==> src/rtl/button_gesture_decoder.sv <==
// Debounced push-button gesture classifier.
// Reports short, long and double presses as one-cycle pulses.
module button_gesture_decoder #(
  parameter int LONG_TICKS = 50_000_000,
  parameter int GAP_TICKS  = 15_000_000,
  parameter int CNT_W      = 26
) (
  input  logic clk_50MHz_i,
  input  logic rst_async_la_i,
  input  logic sw_clean_i,
  output logic short_o,
  output logic long_o,
  output logic double_o,
  output logic busy_o
);

  localparam logic [1:0] IDLE     = 2'd0;
  localparam logic [1:0] PRESS1   = 2'd1;
  localparam logic [1:0] WAIT_GAP = 2'd2;
  localparam logic [1:0] WAIT_REL = 2'd3;

  localparam logic [CNT_W-1:0] LONG_LAST = CNT_W'(LONG_TICKS - 1);
  localparam logic [CNT_W-1:0] GAP_LAST  = CNT_W'(GAP_TICKS - 1);
  localparam logic [CNT_W-1:0] CNT_ONE   = CNT_W'(1);

  logic [1:0]       state_q, state_d;
  logic [CNT_W-1:0] cnt_q, cnt_d;
  logic             short_q, short_d;
  logic             long_q, long_d;
  logic             double_q, double_d;

  always_comb begin
    state_d  = state_q;
    cnt_d    = '0;
    short_d  = 1'b0;
    long_d   = 1'b0;
    double_d = 1'b0;
    unique case (state_q)
      IDLE: begin
        if (sw_clean_i) state_d = PRESS1;
      end
      PRESS1: begin
        // release outranks the long-press terminal count
        if (!sw_clean_i) begin
          state_d = WAIT_GAP;
        end else if (cnt_q == LONG_LAST) begin
          state_d = WAIT_REL;
          long_d  = 1'b1;
        end else begin
          cnt_d = cnt_q + CNT_ONE;
        end
      end
      WAIT_GAP: begin
        // re-press outranks the gap terminal count
        if (sw_clean_i) begin
          state_d  = WAIT_REL;
          double_d = 1'b1;
        end else if (cnt_q == GAP_LAST) begin
          state_d = IDLE;
          short_d = 1'b1;
        end else begin
          cnt_d = cnt_q + CNT_ONE;
        end
      end
      WAIT_REL: begin
        if (!sw_clean_i) state_d = IDLE;
      end
    endcase
  end

  always_ff @(posedge clk_50MHz_i or negedge rst_async_la_i) begin
    if (!rst_async_la_i) begin
      state_q  <= IDLE;
      cnt_q    <= '0;
      short_q  <= 1'b0;
      long_q   <= 1'b0;
      double_q <= 1'b0;
    end else begin
      state_q  <= state_d;
      cnt_q    <= cnt_d;
      short_q  <= short_d;
      long_q   <= long_d;
      double_q <= double_d;
    end
  end

  assign short_o  = short_q;
  assign long_o   = long_q;
  assign double_o = double_q;
  assign busy_o   = (state_q != IDLE);

endmodule

==> config.mk <==
export PLATFORM = sky130hd
export DESIGN_NAME = button_gesture_decoder
export DESIGN_NICKNAME = d
export VERILOG_FILES = /design/src/rtl/button_gesture_decoder.sv
export SDC_FILE = /design/constraint.sdc
export NUM_CORES = 1
export LEC_CHECK = 0
export CORE_UTILIZATION = 45
export CTS_BUF_LIST = sky130_fd_sc_hd__clkbuf_4 sky130_fd_sc_hd__clkbuf_8 sky130_fd_sc_hd__clkbuf_16
export DETAILED_ROUTE_END_ITERATION = 8
export PLACE_DENSITY_LB_ADDON = 0.15
export SKIP_LAST_GASP = 1
export SLEW_MARGIN = 20
export SYNTH_ARGS = -nofsm -noshare
export SYNTH_HDL_FRONTEND = slang
export SYNTH_SLANG_ARGS = --single-unit
==> constraint.sdc <==
create_clock -name clk_50MHz_i -period 4.2 [get_ports clk_50MHz_i]
set_clock_uncertainty 0.2 [all_clocks]
set_input_delay 0.42 -clock clk_50MHz_i [delete_from_list [all_inputs] [get_ports clk_50MHz_i]]
set_output_delay 0.42 -clock clk_50MHz_i [all_outputs]
set_load 0.02 [all_outputs]
==> results of run 1 <==
-- power by group through the flow --
stage	Clock, mW	Combinational (mW)	Sequential [mW]
2_1_floorplan	0	0.173	0.341
3_3_place_gp	0	0.211	0.341
4_1_cts	0.239	0.218	0.337
6_report	0.233	0.215	0.336
5_1_grt	0.253	0.245	0.339
3_5_place_dp	0	0.218	0.342
-- synthesized netlist by cell type (2+ instances only) --
cell type  instances
inv_1              9
nor3_1             7
nand3_1            9
xor2_1             7
a41o_1             2
a21oi_1            3
and4_1             3
nor4bb_1           3
xnor2_1           16
ha_1               6
nand4_1            9
buf_6              2
and3_1             5
dfrtp_1           31
nor4_1             5
and2_1             2
nor2_1            36
nand2_1            8
-- final timing paths --
check | cells after the start | slack (ps) | endpoint | from
min reg2reg | 2 | 360 | cnt_q[5] | cnt_q[5]
max reg2reg | 5 | 1880 | cnt_q[8] | cnt_q[6]
max in group asynchronous | 2 | 3200 | cnt_q[21] | rst_async_la_i
min | 2 | 320 | state_q[1] | rst_async_la_i
max | 5 | 1880 | cnt_q[8] | cnt_q[6]
min in group clk_50MHz_i | 2 | 360 | cnt_q[5] | cnt_q[5]
-- metrics by stage --
stage                     hold WS [ps]  power [mW]    util  cell area (um2)
after CTS                        332.0      0.7936  0.5248             1936
after global routing             348.8      0.8376  0.5248             1936
after detailed placement         355.2      0.5602  0.5007             1847
final                            321.4      0.7844  0.5248             1936
after global placement           318.0      0.5520  0.5007             1847
after floorplan                 -75.59      0.5141       -             1750
-- state kept, by name, indices dropped and copies added, names as in the netlist --
| signal | flops |
|---|---|
| cnt_q | 26 |
| double_o | 1 |
| long_o | 1 |
| short_o | 1 |
| state_q | 2 |
-- logic make-up (layout without fill, tap and decap cells) --
| group | Yosys count | count (layout) | synth area share |
|---|---|---|---|
| simple gates | 96 | 96 | 0.2974 |
| compound gates | 11 | 11 | 0.05861 |
| fa+ha+maj | 6 | 6 | 0.04289 |
| flops | 31 | 31 | 0.4432 |
| buf+inv | 13 | 24 | 0.03716 |
| xor+xnor | 23 | 23 | 0.1151 |
| mux | 1 | 1 | 0.005719 |
-- area by class of cell --
type                            instances  area [um2]
Clock buffer                            7       83.83
Tap cell                               48       60.06
Sequential cell                        31       775.7
Fill cell                             344        1753
Clock inverter                          1       5.005
Multi-Input combinational cell        137       909.6
Timing Repair Buffer                    7       67.56
Inverter                                9       33.78
-- worst max-delay path, cell delays in order (launching register included) --
cell and delay [ps]:
dfrtp_1 460, or4_4 580, nor2_4 160, a31oi_4 130, o21ai_4 520, nor2_1 120
-- per-layer routing --
metal  track usage  vias up  share of wire
met3       0.04821        7          0.034
met2        0.2974       20           0.45
li1              -      647              -
met5             0        -              0
met4        0.1083        0          0.022
met1        0.2543      585           0.50
==> reports/qor.yml, run 1 <==
outcome:
  status: "complete, no violations"
yosys:
  ys_async_sr_fraction: 1.000
  netlist_instances: 181
  synth_edf_count: 0
  syn_area_mm2: 0.001750
  synthFlopType: "dfrtp_1"
  synth_area_leader_cell: "dfrtp_1"
  synth_warnings: 0
  synth.top_cell.area_share: 0.4432
  syn_nets: 190
  synthTopCellsByArea: "dfrtp_1 44%, xnor2_1 8.0%, nor2_1 7.7%"
  ys_ff_latch: 31
  synth-seq-area-share: 0.4432
  synth.avg_cell_area_um2: 9.671
  synth_cell_types: 36
drt:
  drtAntennaViolNets: 0
  drc: 0
  wl_per_cell_um: 13.83
  wirelength_um: 3320
  drtIter0Drc: 58
  via_count: 1259
  viasPerCell: 5.246
  drt-pass1-iter-count: 4
cells_and_area:
  mostFrequentLayoutCell: "nor2_1"
  finalNetCount: 200
  synthToLayoutAreaGrowth_pct: 10.58
  drive_gt1_frac: 0.08854
  fin_cells: 240
  n_antenna_cell: 0
  final_cell_mix: "36 x nor2_1, 31 x dfrtp_1, 16 x xnor2_1"
pwr:
  switchingPower_uw: 256.7
  p_comb_frac: 0.275
  p_int_uw: 527.7
  switching_share: 0.3272
  power_density_mw_per_mm2: 405.2
  ir_worst_vdd_v: 0.0001538
  total_leakage_power_nw: 0.7651
  pwr-share-seq: 0.429
  pwr-share-clk: 0.297
worst_setup_path:
  critPathArrivalTime_ps: 2260
  path_class: "register to register"
  worst_setup_path_end_kind: "register"
  worstPathMaxFanout: 25
  critPathRequiredTime_ps: 4140
  cp-start-kind: "register"
timing:
  tightest_slew_ps: 626.6
  period_share: 0.5518
  timing.final.crit_period_ps: 2317
  tns_ps: 0
  setup_ws_ps: 1883
  hold_viol: 0
  max_freq_mhz: 431.5
  setup_viol: 0
  rsz0062_at_grt: "no"
  slew_headroom: 0.5807
  finalMaxSlewViolations: 0
grt:
  grt_use_total: 0.1960
  grt_max_degree: 32
  grt_overflow: 0
  grt_pass1_vias: 1255
  grt_first_pass_wirelength_um: 5954
  antenna_found_initial: 0
clock_network:
  ctsHoldBuffers: 0
  insertion_delay_ps: 280
  htreeDepth: 2
  post_cts_resized: 0
  numCtsBuffers: 5
  cts_tree: "built"
  post_cts_buffers: 0
  root_buffer: "clkbuf_8"
  cts_buffer_depth: 2
  clk_pin_slew_ps: 60
  clock_sinks: 31
floorplan:
  dieArea_mm2: 0.004144
  core_area_mm2: 0.003689
  io_pins: 7
  num_rows: 22
  die_h_um: 64.37
  initial_core_util: 0.4746
  fp.dieW_um: 64.37
placement:
  dpl.cell_count: 232
  dp_slack_ps: 1867
  gp_congestion: 0.8134
  dp_hpwl_um: 2415
  portBuffers: 6
min_path:
  worstHoldPathType: "input pin to asynchronous set/reset pin"
job:
  cap_violations: 0
Power figures use the tool's default switching activity.
==> run 2, diff against run 1 <==
==> constraint.sdc (replaced) <==
create_clock -name clk_50MHz_i -period 2.2 [get_ports clk_50MHz_i]
set_clock_uncertainty 0.2 [all_clocks]
set_input_delay 0.22 -clock clk_50MHz_i [delete_from_list [all_inputs] [get_ports clk_50MHz_i]]
set_output_delay 0.22 -clock clk_50MHz_i [all_outputs]
set_load 0.02 [all_outputs]
==> run 2 against run 1 <==
Compared with the run above:
- routed wire length rose by 6.6%
- critical path depth fell by 1
- largest cell class unchanged
- clock power rose by 92%
- core utilization rose by 1.5 points
- worst setup slack got worse by 1800 ps
- sequential power rose by 91%
- via count rose by 5.2%
- sequential share of layout area fell by 1.1 points
- critical path type is now register to output pin
- register-to-register slack got worse by 1700 ps
- highest routed layer unchanged
==> reports/qor.yml, run 2 (synthesized netlist as in run 1, its figures left out) <==
worst_setup_path:
  critPathRequiredTime_ps: 1780  # -2360 ps
  worst_setup_path_end_kind: "output pin"
  cp-start-kind: "register"
  critPathArrivalTime_ps: 1660  # -600 ps
  reg2reg_to: "cnt_q[24]"
  path_class: "register to output pin"
  rr_worst_depth: 5  # unchanged
  rr_startpoint: "cnt_q[7]"
  worstPathMaxFanout: 4  # -84%
  rrSetupSlack_ps: 140  # -1740 ps
  critPathLaunch: "state_q[0]"
cells_and_area:
  largest-register: "cnt_q"
  finalNetCount: 204  # +2.0%
  mostFrequentLayoutCell: "nor2_1"
  final_cell_mix: "36 x nor2_1, 31 x dfrtp_1, 16 x xnor2_1"
  n_antenna_cell: 0  # unchanged
  nFillCells: 346  # +0.58%
  drive_gt1_frac: 0.1173  # +0.02881
  synthToLayoutAreaGrowth_pct: 13.72
  top_regs: "cnt_q x26, state_q x2"
  fin_cells: 244  # +1.7%
  largest_register_ff_count: 26  # unchanged
clock_network:
  post_cts_buffers: 0  # unchanged
  htreeDepth: 2  # unchanged
  root_buffer: "clkbuf_8"
  ctsHoldBuffers: 0  # unchanged
  insertion_delay_ps: 280  # about the same
  post_cts_resized: 0  # unchanged
  cts_buffer_depth: 2  # unchanged
  cts_tree: "built"
  clock_sinks: 31  # unchanged
  clk_pin_slew_ps: 60  # about the same
  numCtsBuffers: 5  # unchanged
placement:
  dp_hpwl_um: 2502  # +3.6%
  gp_congestion: 0.7886  # -3.0%
  portBuffers: 6  # unchanged
  dpl.cell_count: 236  # +1.7%
outcome:
  status: "complete, no violations"
job:
  cap_violations: 0  # unchanged
pwr:
  switching_share: 0.3256  # -0.001645
  total_leakage_power_nw: 0.7920  # +3.5%
  power_density_mw_per_mm2: 773.1  # +91%
  finalPower_mw: 1.539  # +96%
  p_int_mw: 1.038  # +97%
  switchingPower_uw: 501.1  # +95%
  pwr-share-clk: 0.291  # -0.006
  ir_worst_vdd_v: 0.0003404  # +120%
  p_comb_frac: 0.291  # +0.016
  pwr-share-seq: 0.418  # -0.011
grt:
  grt_first_pass_wirelength_um: 6161  # +3.5%
  grt_max_degree: 32  # unchanged
  grt_use_total: 0.1995  # +0.003492
  grt_pass1_vias: 1268  # +1.0%
  grt_overflow: 0  # unchanged
  antenna_found_initial: 0  # unchanged
timing:
  slew_headroom: 0.7363  # +0.1557
  tns_ps: 0  # unchanged
  period_share: 0.9432
  finalMaxSlewViolations: 0  # unchanged
  hold_viol: 0  # unchanged
  tightest_slew_ps: 395.5  # -231.1 ps
  timing.final.crit_period_ps: 2075
  setup_viol: 0  # unchanged
  max_freq_mhz: 481.9
  rsz0062_at_grt: "no"
drt:
  wl_per_cell_um: 14.50  # +4.8%
  drc: 0  # unchanged
  wirelength_um: 3538  # +6.6%
  drt-pass1-iter-count: 4  # unchanged
  drtAntennaViolNets: 0  # unchanged
  via_count: 1325  # +5.2%
  viasPerCell: 5.430  # +3.5%
  drtIter0Drc: 71  # +22%
floorplan:
  die_h_um: 64.37  # unchanged
  num_rows: 22  # unchanged
  fp.dieW_um: 64.37  # unchanged
  core_area_mm2: 0.003689  # unchanged
  io_pins: 7  # unchanged
  initial_core_util: 0.4746  # unchanged
  dieArea_mm2: 0.004144  # unchanged
min_path:
  worstHoldPathType: "input pin to asynchronous set/reset pin"
run 2: changes by cell type in the layout (fill, tap and decap cells not counted):
cell	change
buf_12	+1
buf_4	+3
nor4_1	-1
nor4_2	+1
nor4bb_1	-1
nor4bb_2	+1
run 2: how the worst max path moves through the flow:
| stage | depth (start not counted) | end | slack [ps] |
|---|---|---|---|
| finish | 4 | busy_o | 120 |
| global route | 5 | cnt_q[24] | 2 |
| CTS | 6 | cnt_q[2] | 100 |
| detailed placement | 6 | cnt_q[2] | 120 |
| global placement | 6 | cnt_q[17] | 160 |
| floorplan | 6 | cnt_q[0] | 240 |
run 2: worst max-delay path: stages, from the launching register on:
cell and delay (ps):
dfrtp_1 390, inv_1 110, ha_1 230, inv_1 60, clkdlybuf4s50_1 580
run 2: per-stage QoR:
step / area (um2) / util / hold slack, ps / worst slack, ps
2_1_floorplan: 1750 / - / -275.6 / 235.2
3_3_place_gp: 1889 / 0.5122 / 321.1 / 162.6
3_5_place_dp: 1889 / 0.5122 / 354.0 / 119.3
4_1_cts: 1978 / 0.5363 / 150.2 / 95.07
5_1_grt: 1991 / 0.5397 / 169.9 / 1.731
6_report: 1991 / 0.5397 / 127.2 / 124.9
run 2: power by group through the flow:
| stage | Combinational [mW] | Clock, mW | Sequential, mW |
|---|---|---|---|
| 2_1_floorplan | 0.331 | 0 | 0.651 |
| 3_3_place_gp | 0.438 | 0 | 0.652 |
| 3_5_place_dp | 0.453 | 0 | 0.653 |
| 4_1_cts | 0.456 | 0.459 | 0.643 |
| 5_1_grt | 0.499 | 0.485 | 0.652 |
| 6_report | 0.448 | 0.448 | 0.643 |
run 2: metal layers:
layer | wire length (um) | global-route usage | share of wire | up-vias
met5 | 0 | 0 | 0 | -
met1 | 1716 | 0.2747 | 0.49 | 634
met3 | 141 | 0.04821 | 0.040 | 8
li1 | - | - | - | 652
met2 | 1615 | 0.2987 | 0.46 | 31
met4 | 65 | 0.08333 | 0.018 | 0
run 2: area by class of cell:
type | count | area, um2 | area share
Clock inverter | 1 | 5.005 | 0.002514
Multi-Input combinational cell | 137 | 922.1 | 0.4632
Timing Repair Buffer | 11 | 110.1 | 0.05531
Inverter | 9 | 33.78 | 0.01697
Tap cell | 48 | 60.06 | 0.03017
Clock buffer | 7 | 83.83 | 0.04211
Sequential cell | 31 | 775.7 | 0.3897
==> run 3, diff against run 2 <==
--- a/config.mk
+++ b/config.mk
@@ -5,8 +5,9 @@
 export SDC_FILE = /design/constraint.sdc
 export NUM_CORES = 1
 export LEC_CHECK = 0
-export CORE_UTILIZATION = 45
+export CORE_UTILIZATION = 50
 export CTS_BUF_LIST = sky130_fd_sc_hd__clkbuf_4 sky130_fd_sc_hd__clkbuf_8 sky130_fd_sc_hd__clkbuf_16
+export CTS_CLUSTER_SIZE = 14
 export DETAILED_ROUTE_END_ITERATION = 8
 export PLACE_DENSITY_LB_ADDON = 0.15
 export SKIP_LAST_GASP = 1
==> run 3 against run 2 <==
Compared with the run above:
- global-route usage up 1.6 points
- die area down 9.7%
- critical path type is now register to register
- via count up 0.98%
==> reports/qor.yml, run 3 (synthesized netlist as in run 1, its figures left out) <==
pwr:
  pwr-share-seq: 0.451  # +0.033
  switchingPower_uw: 487.6  # -2.7%
  power_density_mw_per_mm2: 727.0  # -6.0%
  finalPower_mw: 1.425  # -7.4%
  switching_share: 0.3421  # +0.01649
  pwr-share-clk: 0.236  # -0.055
  ir_worst_vdd_v: 0.0003228  # -5.1%
  total_leakage_power_nw: 0.7899  # -0.27%
  p_comb_frac: 0.313  # +0.022
  p_int_uw: 937.8  # -9.6%
drt:
  viasPerCell: 5.506  # +1.4%
  drtAntennaViolNets: 0  # unchanged
  drtIter0Drc: 59  # -17%
  wl_per_cell_um: 14.51  # about the same
  via_count: 1338  # +0.98%
  drt-pass1-iter-count: 4  # unchanged
  wirelength_um: 3527  # -0.31%
  drc: 0  # unchanged
timing:
  setup_viol: 0  # unchanged
  tns_ps: 0  # unchanged
  hold_viol: 0  # unchanged
  max_freq_mhz: 472.8  # -1.9%
  period_share: 0.9614  # +0.01822
  tightest_slew_ps: 392.2  # -3.294 ps
  finalMaxSlewViolations: 0  # unchanged
  slew_headroom: 0.7385  # +0.002195
  rsz0062_at_grt: "no"
  timing.final.crit_period_ps: 2115  # +40.07 ps
grt:
  grt_overflow: 0  # unchanged
  antenna_found_initial: 0  # unchanged
  grt_use_total: 0.2158  # +0.01634
  grt_max_degree: 32  # unchanged
  grt_first_pass_wirelength_um: 5830  # -5.4%
  grt_pass1_vias: 1324  # +4.4%
clock_network:
  clk_pin_slew_ps: 90  # +30 ps
  cts_buffer_depth: 2  # unchanged
  cts_tree: "built"
  insertion_delay_ps: 340  # +60 ps
  numCtsBuffers: 5  # unchanged
  htreeDepth: 2  # unchanged
  root_buffer: "clkbuf_4"
  ctsHoldBuffers: 0  # unchanged
  post_cts_buffers: 0  # unchanged
  post_cts_resized: 0  # unchanged
  clock_sinks: 31  # unchanged
cells_and_area:
  drive_gt1_frac: 0.1168  # -0.0005957
  n_antenna_cell: 0  # unchanged
  synthToLayoutAreaGrowth_pct: 12.01
  utilization: 0.5876  # +0.04786
  largest_register_ff_count: 26  # unchanged
  final_cell_mix: "36 x nor2_1, 31 x dfrtp_1, 16 x xnor2_1"
  top_regs: "cnt_q x26, state_q x2"
  finalNetCount: 205  # +0.49%
  mostFrequentLayoutCell: "nor2_1"
  largest-register: "cnt_q"
floorplan:
  initial_core_util: 0.5246  # +0.05000
  die_h_um: 61.17  # -5.0%
  core_area_mm2: 0.003337  # -9.5%
  num_rows: 21  # -4.5%
  dieArea_mm2: 0.003742  # -9.7%
  fp.dieW_um: 61.17  # -5.0%
  io_pins: 7  # unchanged
worst_setup_path:
  crit_path_cell_trace: "nor4bb_1 > and4_1 > a31oi_4 > o21ai_4 > buf_12 > nor2_1"
  cp_slowest_cell: "dfrtp_1"
  cp-start-kind: "register"
  critPathMaxStageDelay_ps: 460  # -120 ps
  path_class: "register to register"
  worst_setup_path_end_kind: "register"
  critPathArrivalTime_ps: 2150  # +490 ps
  critPathRequiredTime_ps: 2230  # +450 ps
  worstPathMaxFanout: 25  # +21
min_path:
  worstHoldPathType: "input pin to asynchronous set/reset pin"
job:
  cap_violations: 0  # unchanged
placement:
  dp_hpwl_um: 2546  # +1.8%
  gp_congestion: 0.8498  # +7.8%
  portBuffers: 6  # unchanged
outcome:
  status: "complete, no violations"
run 3: power groups by stage:
stage          logic, mW  registers, mW  clock network (mW)
3_5_place_dp       0.456          0.654                   0
3_3_place_gp       0.444          0.651                   0
2_1_floorplan      0.331          0.651                   0
6_report           0.446          0.643               0.337
4_1_cts            0.458          0.643               0.348
5_1_grt            0.493          0.649               0.377
run 3: critical path, delay by kind of cell, from the launching register on:
family	cells	cell delay, ps
AND/OR/NAND/NOR	3	870
flip-flops	1	460
AO/OA/AOI/OAI	2	300
buffers and inverters	1	180
run 3: per-stage QoR:
stage          hold slack [ps]  instances  setup slack [ps]  cell area, um2
3_3_place_gp             329.9        235             232.3            1894
3_5_place_dp             336.8        235             127.9            1894
4_1_cts                  77.12        243             32.41            1952
2_1_floorplan           -275.6        181             235.2            1750
5_1_grt                  105.9        243             3.916            1961
6_report                 66.63        243             84.85            1961
run 3: per-layer routing:
| layer | global-route usage | vias to the layer above | part of all wire |
|---|---|---|---|
| li1 | - | 662 | - |
| met1 | 0.2679 | 638 | 0.47 |
| met2 | 0.3525 | 26 | 0.47 |
| met3 | 0.05252 | 12 | 0.034 |
| met4 | 0.1039 | 0 | 0.028 |
| met5 | 0 | - | 0 |
run 3: area by class of cell:
| type | count | area [um2] |
|---|---|---|
| fillers | 304 | 1376 |
| multi-input cells | 137 | 915.9 |
| flip-flops and latches | 31 | 775.7 |
| repair buffers | 12 | 120.1 |
| well taps | 46 | 57.56 |
| clock buffers | 7 | 52.55 |
| inverters | 9 | 33.78 |
| clock inverters | 1 | 5.005 |
run 3: path summary, 6_finish.rpt:
check                                from          to  slack [ps]  cells past startpoint
hold reg to reg                  cnt_q[5]    cnt_q[5]         350                      2
setup reg to reg                cnt_q[16]   cnt_q[13]          80                      6
min in group clk_50MHz_i         cnt_q[5]    cnt_q[5]         350                      2
setup / recovery                cnt_q[16]   cnt_q[13]          80                      6
hold / removal             rst_async_la_i   cnt_q[19]          70                      2
max in group asynchronous  rst_async_la_i  state_q[0]        1450                      2
